[config.mk]
export PLATFORM = sky130hd
export DESIGN_NAME = protobuf_byte_packer
export DESIGN_NICKNAME = d
export VERILOG_FILES = /design/src/rtl/protobuf_byte_packer.sv
export SDC_FILE = /design/constraint.sdc
export NUM_CORES = 1
export LEC_CHECK = 0
export CAP_MARGIN = 40
export CELL_PAD_IN_SITES_DETAIL_PLACEMENT = 1
export CELL_PAD_IN_SITES_GLOBAL_PLACEMENT = 2
export CORE_AREA = 2 2 127 129
export CTS_CLUSTER_SIZE = 10
export DETAILED_ROUTE_END_ITERATION = 10
export DIE_AREA = 0 0 129 131
export PLACE_DENSITY = 0.76
export SYNTH_ARGS = -nofsm -noshare
export SYNTH_HDL_FRONTEND = slang
export SYNTH_SLANG_ARGS = --single-unit
[constraint.sdc]
create_clock -name clock_clk -period 2.02 [get_ports clock_clk]
set_clock_uncertainty 0.2 [all_clocks]
set_input_delay 0.303 -clock clock_clk [delete_from_list [all_inputs] [get_ports clock_clk]]
set_output_delay 0.303 -clock clock_clk [all_outputs]
set_load 0.02 [all_outputs]
[src/rtl/protobuf_byte_packer.sv]
// Packs a serialized protobuf byte stream into little-endian 32-bit words
// with byte-lane keeps, and tracks per-message length and overflow.
module protobuf_byte_packer #(
    parameter int unsigned MAX_BYTES = 1024
) (
    input  logic        clock_clk,
    input  logic        reset_reset,
    input  logic [7:0]  in_data,
    input  logic        in_valid,
    input  logic        in_last,
    output logic        in_ready,
    output logic [31:0] out_data,
    output logic [3:0]  out_keep,
    output logic        out_valid,
    output logic        out_last,
    input  logic        out_ready,
    output logic [15:0] msg_len,
    output logic        msg_done,
    output logic        err_overflow
);

    localparam int unsigned CNT_W  = 16;
    localparam int unsigned WORD_W = 32;
    localparam logic [CNT_W-1:0] MAX_CNT = CNT_W'(MAX_BYTES);

    logic [1:0]        lane_q, lane_d;
    logic [WORD_W-1:0] acc_q, acc_d;
    logic [WORD_W-1:0] out_data_q, out_data_d;
    logic [3:0]        out_keep_q, out_keep_d;
    logic              out_last_q, out_last_d;
    logic              out_valid_q, out_valid_d;
    logic [CNT_W-1:0]  cnt_q, cnt_d;
    logic [CNT_W-1:0]  msg_len_q, msg_len_d;
    logic              msg_done_q, msg_done_d;
    logic              err_q, err_d;

    logic              accept;
    logic              complete;
    logic              pop;
    logic [WORD_W-1:0] merged;
    logic [3:0]        lane_keep;
    logic [CNT_W-1:0]  cnt_inc;
    logic              cnt_at_max;

    // Stall the input only while a pending word is refused downstream.
    assign in_ready = ~(out_valid_q & ~out_ready);
    assign accept   = in_valid & in_ready;
    assign complete = accept & ((lane_q == 2'd3) | in_last);
    assign pop      = out_valid_q & out_ready;

    // Upper lanes of the accumulator are always zero, so OR-ing inserts the byte.
    assign merged = acc_q | (WORD_W'(in_data) << {lane_q, 3'b000});

    assign cnt_at_max = (cnt_q == MAX_CNT);
    assign cnt_inc    = cnt_at_max ? cnt_q : cnt_q + CNT_W'(1);

    // Keep mask covering lanes 0..lane of the completing byte.
    always_comb begin
        lane_keep = 4'b0001;
        case (lane_q)
            2'd0: lane_keep = 4'b0001;
            2'd1: lane_keep = 4'b0011;
            2'd2: lane_keep = 4'b0111;
            2'd3: lane_keep = 4'b1111;
            default: lane_keep = 4'b0001;
        endcase
    end

    // Lane/accumulator advance and output-register load or drain.
    always_comb begin
        lane_d      = lane_q;
        acc_d       = acc_q;
        out_data_d  = out_data_q;
        out_keep_d  = out_keep_q;
        out_last_d  = out_last_q;
        out_valid_d = out_valid_q;
        if (complete) begin
            out_data_d  = merged;
            out_keep_d  = lane_keep;
            out_last_d  = in_last;
            out_valid_d = 1'b1;
            lane_d      = 2'd0;
            acc_d       = '0;
        end else begin
            if (accept) begin
                acc_d  = merged;
                lane_d = lane_q + 2'd1;
            end
            if (pop) begin
                out_valid_d = 1'b0;
            end
        end
    end

    // Saturating message byte counter, length latch and sticky overflow.
    always_comb begin
        cnt_d      = cnt_q;
        msg_len_d  = msg_len_q;
        msg_done_d = 1'b0;
        err_d      = err_q;
        if (accept) begin
            if (cnt_at_max) begin
                err_d = 1'b1;
            end
            if (in_last) begin
                msg_len_d  = cnt_inc;
                msg_done_d = 1'b1;
                cnt_d      = '0;
            end else begin
                cnt_d = cnt_inc;
            end
        end
    end

    // State registers with synchronous reset.
    always_ff @(posedge clock_clk) begin
        if (reset_reset) begin
            lane_q      <= '0;
            acc_q       <= '0;
            out_data_q  <= '0;
            out_keep_q  <= '0;
            out_last_q  <= 1'b0;
            out_valid_q <= 1'b0;
            cnt_q       <= '0;
            msg_len_q   <= '0;
            msg_done_q  <= 1'b0;
            err_q       <= 1'b0;
        end else begin
            lane_q      <= lane_d;
            acc_q       <= acc_d;
            out_data_q  <= out_data_d;
            out_keep_q  <= out_keep_d;
            out_last_q  <= out_last_d;
            out_valid_q <= out_valid_d;
            cnt_q       <= cnt_d;
            msg_len_q   <= msg_len_d;
            msg_done_q  <= msg_done_d;
            err_q       <= err_d;
        end
    end

    assign out_data     = out_data_q;
    assign out_keep     = out_keep_q;
    assign out_last     = out_last_q;
    assign out_valid    = out_valid_q;
    assign msg_len      = msg_len_q;
    assign msg_done     = msg_done_q;
    assign err_overflow = err_q;

endmodule

After elaboration in Yosys (flattened, before gate mapping)
Cells that the tools add are included.
{ "word_totals": {"regBits": 106, "in_bits": 13, "word_cells": 38} }
{ "op_classes": {"add_sub_neg": 2, "eq_ne": 4, "shifts": 1, "muxes": 6, "bitwise_logic": 9, "n_reduce_logical": 6} }
{ "ops": {"columns": ["cell", "n"], "rows": [
  ["$mux W16", 2],
  ["$or A32 B32 Y32", 1],
  ["$shl A8 B5 Y32", 1],
  ["$add A16 B1 Y16 const B", 1],
  ["$eq A16 B11 Y1 const B", 1],
  ["$pmux W4 S4", 1],
  ["$and A1 B1 Y1", 4],
  ["$eq A2 B2 Y1 const B", 2],
  ["$reduce_and A2 Y1", 2],
  ["$reduce_or A2 Y1", 2],
  ["$mux W1", 3],
  ["$not A1 Y1", 3],
  ["$add A2 B1 Y2 const B", 1],
  ["$eq A2 B1 Y1 const B", 1],
  ["$logic_not A2 Y1", 1],
  ["$reduce_bool A2 Y1", 1],
  ["$or A1 B1 Y1", 1]
]} }

Longest topological paths before layout
{ "depth": {"word_depth": 6, "mapped_depth": 8} }

Worst setup path after synthesis
No wires, ideal clock.
{ "synth_path": {"path_kind": "reg-to-reg", "start": "register out_valid_q, in the netlist out_valid", "end": "register cnt_q[0]", "setup_ns": 0.074, "arrival_ns": 1.663, "required_time_ns": 1.746, "path_slack_ns": 0.082, "stages_incl_launch_ff": 8, "n_path_buf": 2, "cell_sequence": "dfxtp_1 -> nor2b_1 -> buf_2 -> inv_2 -> buf_2 -> nand2_1 -> or4_1 -> a31oi_1"} }
{ "synth_via": {"elab_chain_len": 3} }
{ "synth_rtl": {"columns": ["item", "line", "source"], "rows": [
  ["from (decl)", "31", "logic out_valid_q, out_valid_d;"],
  ["from (signal assigned)", "134", "out_valid_q <= out_valid_d;"],
  ["$and A1 B1 Y1", "46", "assign in_ready = ~(out_valid_q & ~out_ready);"],
  ["$not A1 Y1", "46", null],
  ["via in_ready", "11", "output logic in_ready,"],
  ["$and A1 B1 Y1", "47", "assign accept = in_valid & in_ready;"],
  ["to (signal assigned)", "135", "cnt_q <= cnt_d;"],
  ["to (decl)", "32", "logic [CNT_W-1:0] cnt_q, cnt_d;"]
]} }
The timed path passes the listed nets, and every way through them passes these cells.
A chain may end at the register's enable or synchronous reset.

Worst setup path after layout
{ "layout_path": {"start": "register cnt_q[4]", "end": "register cnt_q[9]"} }
{ "layout_via": {"elab_chain_len": 3, "word_cells_on_any_way": 4, "cone_classes": "add/sub (1); eq/ne (1); mux (2)"} }
{ "layout_rtl": {"columns": ["item", "line", "source"], "rows": [
  ["$add A16 B1 Y16 or $eq A16 B11 Y1 (tied branches)", "55, 54", null],
  ["$mux W16 *", "55", "assign cnt_inc = cnt_at_max ? cnt_q : cnt_q + CNT_W'(1);"],
  ["$mux W16 *", "105", "if (in_last) begin"]
]} }
Mark *: on every way between the ends. The rest lies on a longest branch, timed or not.

==> flow_metrics.tcl <==
set metrics [dict create \
    clkTransAtPathRegs_ns 0.08 \
    min-delay-start "reset_reset" \
    status "finished clean" \
    dp_hpwl_um 9080 \
    cts_sinks 106 \
    dr_wl_met3_um 374 \
    cap_viol_max_count 0 \
    routed.top_layer "met4" \
    grt_max_degree 50 \
    synthMuxAreaShare_pct 0.912 \
    grt_pass1_vias 4122 \
    gp_congestion 0.791 \
    synth_compound_area_share_pct 16.0 \
    htreeDepth 3 \
    r2r_slack_ns 0.08 \
    drtPass1Iterations 4 \
    post_dp_cell_area_um2 5470 \
    relSlewSlack_pct 68.0 \
    period_needed_ns 1.94 \
    async_reset_ff_share_pct 0 \
    finalHoldViolCount 0 \
    core_area_um2 15600 \
    synthXorXnorAreaFrac_pct 2.59 \
    synthAdderAreaFrac_pct 1.43 \
    clock_latency_ns 0.36 \
    worst_ir_drop_vdd_v 0.000428 \
    pin_count 70 \
    ant_nets 0 \
    grtUsageTotal_pct 16.1 \
    yosysSeqAreaShare_pct 48.3 \
    cts_buffer_depth 2 \
    path_max_fanout 6 \
    r2r_end "cnt_q[9]$_SDFFE_PP0N_" \
    synth_simple_gate_area_share_pct 24.3 \
    vias_per_cell 4.87 \
    rsz0062_at_grt "yes" \
    cts_tree "done" \
    p_per_area_nw_per_um2 793 \
    initial_core_util_pct 28.1 \
    worstPathArrival_ns 2.02 \
    drive_gt1_share_pct 13.5 \
    fill_cells 1835 \
    worst_pin_slew_ns 0.478 \
    slew_viol_final 0 \
    drtIter0Drc 207 \
    cts_root_buf "clkbuf_16" \
    synthCells 518 \
    numCtsBuffers 9 \
    fmax_ghz 0.517 \
    cts_setup_buffers 0 \
    grt_overflow_total 0 \
    ys_ff_latch 106 \
    cp-start-kind "register" \
    drt_wl_total_um 13000 \
    die_area_um2 16900 \
    hold_path_depth 2 \
    synth_warnings 0 \
    min_path_type "input pin to register" \
    drc 0 \
    r2r_cells 4 \
    via_count 3929 \
    r2r_start "cnt_q[4]$_SDFFE_PP0N_" \
    holdWs_ns 0.152 \
    syn_area_per_cell_um2 8.47 \
    p_leak_nw 1.96 \
    min_to "cnt_q[2]$_SDFFE_PP0N_" \
    die-height_um 131 \
    holdBufCountCts 0 \
    synth_edf_count 0 \
    antenna_found_initial 0 \
    grt_pass1_wl_um 21000 \
    diodes 0 \
    post_drt_wl_per_cell_um 16.1 \
    ys.flop_type "dfxtp_1" \
    syn_area_um2 4390 \
    syn_nets 536 \
    dr_wl_met2_um 6560 \
    area_growth_pct 31.9 \
    crit_type "register to register" \
    finalNetCount 604 \
    ys_types 43 \
    met1Wirelength_um 5820 \
    min_period_over_period_pct 95.8 \
    rows 46 \
    portBuffers 69 \
    crit_path_start "cnt_q[4]$_SDFFE_PP0N_" \
    cp-end-kind "register" \
    die_w_um 129 \
    synth_top_family_by_area "simple AND/OR/NAND/NOR gates" \
    design_area_um2 5790 \
    setup_viol 0 \
    cp_data_required_time_ns 2.11 \
]
-- cells by family (layout without fill, tap and decap cells) --
group | after synthesis | after routing
multiplexers | 4 | 4
AO/OA/AOI/OAI | 108 | 108
buffers and inverters | 66 | 139
AND/OR/NAND/NOR | 216 | 216
flip-flops | 106 | 106
XOR/XNOR | 13 | 13
adder cells (fa/ha/maj) | 5 | 5
-- critical path: stages, from the launching register on --
cell and delay, ns:
dfxtp_1 0.45, nand4_2 0.22, or3_4 0.43, or4_1 0.40, a31oi_1 0.17
-- cell type report --
class / count / area, um2 / share of cell area (%)
sequential: 106 / 2130 / 36.7
multi-input combinational: 346 / 2010 / 34.6
timing repair buffer: 111 / 1070 / 18.4
tap: 216 / 270 / 4.67
clock buffer: 9 / 225 / 3.89
clock inverter: 7 / 51.3 / 0.886
inverter: 12 / 45.0 / 0.778
-- Yosys cell counts, types with 8 or more instances --
| cell type | n | area, um2 |
|---|---|---|
| dfxtp_1 | 106 | 2120 |
| nor2_1 | 97 | 364 |
| a211oi_1 | 47 | 353 |
| a21oi_1 | 45 | 225 |
| nor3_1 | 40 | 200 |
| clkbuf_1 | 28 | 105 |
| nand2_1 | 20 | 75.1 |
| buf_2 | 17 | 85.1 |
| inv_1 | 10 | 37.5 |
| xnor2_1 | 10 | 87.6 |
| nand3_1 | 9 | 45.0 |
| clkbuf_2 | 8 | 40.0 |
-- stage by stage --
step                TNS, ns  instances  util [%]  total power [mW]  worst slack (ns)
CTS                       0        806      36.9              4.65            0.0136
global route        -0.0294        807      37.1              4.81           -0.0290
finish                    0        807      37.1              4.59            0.0839
global placement     -14.88        790      35.1              2.93            -0.274
detailed placement   -16.62        790      35.1              2.95            -0.304
floorplan                 0        518         -              2.64            0.0823
-- layer usage --
| layer | vias to the layer above | global-route usage [%] |
|---|---|---|
| met5 | - | 0 |
| met4 | 0 | 6.33 |
| met3 | 11 | 3.34 |
| met2 | 55 | 28.3 |
| met1 | 1924 | 19.2 |
| li1 | 1939 | - |
-- layout by cell type, fill, tap and decap left out, drive strengths merged, types with 8 or more instances in the layout --
master and count:
inv 14, nor2 97, a211oi 47, nand2 20
dfxtp 106, clkbuf 10, nand3 10, xnor2 10
clkdlybuf4s50 67, nor4 8, buf 43, nor3 41
a21oi 45
-- sequential cells by signal, indices dropped and copies added (netlist names) --
register and flops:
acc_q 32, out_data 32, cnt_q 16, msg_len 16, out_keep 4, lane_q 2
err_overflow 1, msg_done 1, out_last 1, out_valid 1
-- report_power, final --
group,internal (mW),switching [mW]
combinational,0.295,0.379
clock,0.846,0.840
sequential,2.18,0.0507
-- what timing repair did --
action                     4_1_cts  5_1_grt
gates cloned                     0        1
setup endpoints to repair        1       10
resized for setup                1        6
-- worst max-delay path by stage --
| stage | end | slack, ns |
|---|---|---|
| floorplan | cnt_q[0]$_SDFFE_PP0N_ | 0.08 |
| CTS | in_ready | 0.01 |
| detailed placement | cnt_q[7]$_SDFFE_PP0N_ | -0.30 |
| global route | msg_len[15]$_SDFFE_PP0P_ | -0.03 |
| finish | cnt_q[9]$_SDFFE_PP0N_ | 0.08 |
| global placement | cnt_q[0]$_SDFFE_PP0N_ | -0.27 |
Power figures use the tool's default switching activity.
==> edit, RTL diff (config.mk and constraints unchanged) <==
Put one more register stage on the output `err_overflow`. The value now appears one clock later. The other outputs are not delayed to match.
--- a/src/rtl/protobuf_byte_packer.sv
+++ b/src/rtl/protobuf_byte_packer.sv
@@ -145,7 +145,9 @@
     assign out_valid    = out_valid_q;
     assign msg_len      = msg_len_q;
     assign msg_done     = msg_done_q;
-    assign err_overflow = err_q;
+    always_ff @(posedge clock_clk) begin
+        err_overflow <= err_q;
+    end
 
 endmodule
 
Formal check against the unedited RTL: same outputs for any inputs over 10 cycles, from zero or initial values and one cycle with reset_reset high; that may be too few to reach the edited logic, so the function may still have changed.
==> edit against the original RTL <==
- final area rose by 0.30%
- largest cell class unchanged
- critical path depth unchanged
- sequential cell count increased by 1
- first-iteration DRC count is 19% lower
- synthesized area rose by 0.46%
- critical endpoint is now msg_len[15]
- power up 2.2%
- routed wire length fell by 2.2%
- setup slack worse by 0.0017 ns
- non-clock buffer count increased by 1
- count of clock-buffer cells in the layout is 3 higher
==> edit: results (changes against the original RTL) <==
clkTransAtPathRegs_ns: 0.07
h-tree-depth: 3  # unchanged
synth.distinct_cells: 43  # unchanged
num-nets-final: 606  # was 604
synth.top_cells.by_area: "dfxtp_1 (49%), nor2_1 (8.3%), a211oi_1 (8.0%), a21oi_1 (5.1%), nor3_1 (4.5%)"  # was dfxtp_1 (48%), nor2_1 (8.3%), a211oi_1 (8.0%), a21oi_1 (5.1%), nor3_1 (4.6%)
numPortBuffers: 69  # unchanged
place_ws_ns: -0.286  # was -0.304 ns
slowest_delay_ns: 0.49  # was 0.45 ns
relSlewSlack: 0.660  # was 0.680
synth.top_cells.by_count: "dfxtp_1 (107), nor2_1 (97), a211oi_1 (47)"  # was dfxtp_1 (106), nor2_1 (97), a211oi_1 (47)
synth-compound-area-share: 0.160  # about the same
route.met2.wl_um: 6400  # was 6560 um
grt_pass1_vias: 4157  # was 4,122
drt_iter0_drc: 167  # was 207
hpwl_um: 9020  # was 9080 um
hp-start: "err_q"  # was reset_reset
synth_nets: 537  # was 536
seq_area_frac_synth: 0.486  # was 0.483
wl_um: 12700  # was 13,000 um
placed_cells: 793  # was 790
startpoint: "cnt_q[9]"  # was cnt_q[4]
run_status: "finished clean"  # unchanged
fmax_ghz: 0.516  # was 0.517 GHz
synth_fa_ha_area_frac: 0.0142  # was 0.0143
wl_met1_um: 5560  # was 5820 um
fillerInstances: 1844  # was 1,835
hp-class: "reg -> reg"  # was in -> reg
grt_max_degree: 36  # was 50
clk_path_buf_depth: 2  # unchanged
final_cells: 809  # was 807
grtUsageTotal: 0.159  # was 0.161
vdd_drop_max_uv: 554  # was 428 uV
drtPass1Iterations: 4  # unchanged
met1_usage: 0.181  # was 0.192
gp_congestion: 0.782  # was 0.791
power.leakage_nw: 1.97  # was 1.96 nW
synth-xor-area-share: 0.0258  # was 0.0259
dr_wl_met3_um: 474  # was 374 um
syn_avg_cell_area_um2: 8.50  # was 8.47 um2
met3_usage: 0.0513  # was 0.0334
async_flop_share: 0  # unchanged
grt_first_pass_wirelength_um: 20800  # was 21,000 um
cp_max_fo: 8  # was 6
drive_above_1_share: 0.133  # was 0.135
synthMuxAreaShare: 0.00908  # was 0.00912
cp_data_arrival_time_ns: 2.00  # was 2.02 ns
vias: 3926  # was 3,929
-- edit: logic make-up after synthesis --
group                      Yosys count
AOI/OAI and AO/OA                  108
muxes                                4
and+or+nand+nor                    216
buffers and inverters               66
xor gates and xnor gates            13
adders and majority gates            5
DFF                                107
-- edit: cell type report --
| class | count | area (um2) | area share |
|---|---|---|---|
| sequential | 107 | 2150 | 0.370 |
| multi-input combinational | 346 | 2010 | 0.346 |
| timing repair buffer | 112 | 1040 | 0.180 |
| tap | 216 | 270 | 0.0465 |
| clock buffer | 12 | 236 | 0.0407 |
| clock inverter | 4 | 56.3 | 0.00969 |
| inverter | 12 | 45.0 | 0.00776 |
-- edit: repair_timing --
action,CTS,global route
pin swaps,0,0
buffers inserted,0,0
endpoints found under the setup margin,1,10
resized for setup,2,7
hold endpoints to repair,0,0
-- edit: final timing paths --
kind | end | depth (start not counted)
worst max-delay path | msg_len[15] | 4
worst min-delay path | err_overflow | 0
worst max register to register | msg_len[15] | 4
worst min register to register | err_overflow | 0
-- edit: report_power, final --
part | switching (W) | total [W] | internal (W)
Sequential | 0.0000501 | 0.00225 | 0.00220
Clock | 0.000801 | 0.00178 | 0.000975
Combinational | 0.000377 | 0.000666 | 0.000289
Total | 0.00123 | 0.00469 | 0.00346
-- edit: worst reg2reg max path: stages, from the launching register on --
cell	delay (ns)
dfxtp_1	0.49
nand4_1	0.29
nor4_2	0.48
xnor2_1	0.12
a211oi_1	0.27
-- edit: metrics by stage --
stage | utilization | hold slack [ns] | cell area (um2)
finish | 0.372 | 0.155 | 5810
detailed placement | 0.352 | 0.150 | 5500
global route | 0.372 | 0.165 | 5810
floorplan | - | 0.131 | 4410
global placement | 0.352 | 0.152 | 5500
CTS | 0.371 | 0.160 | 5790
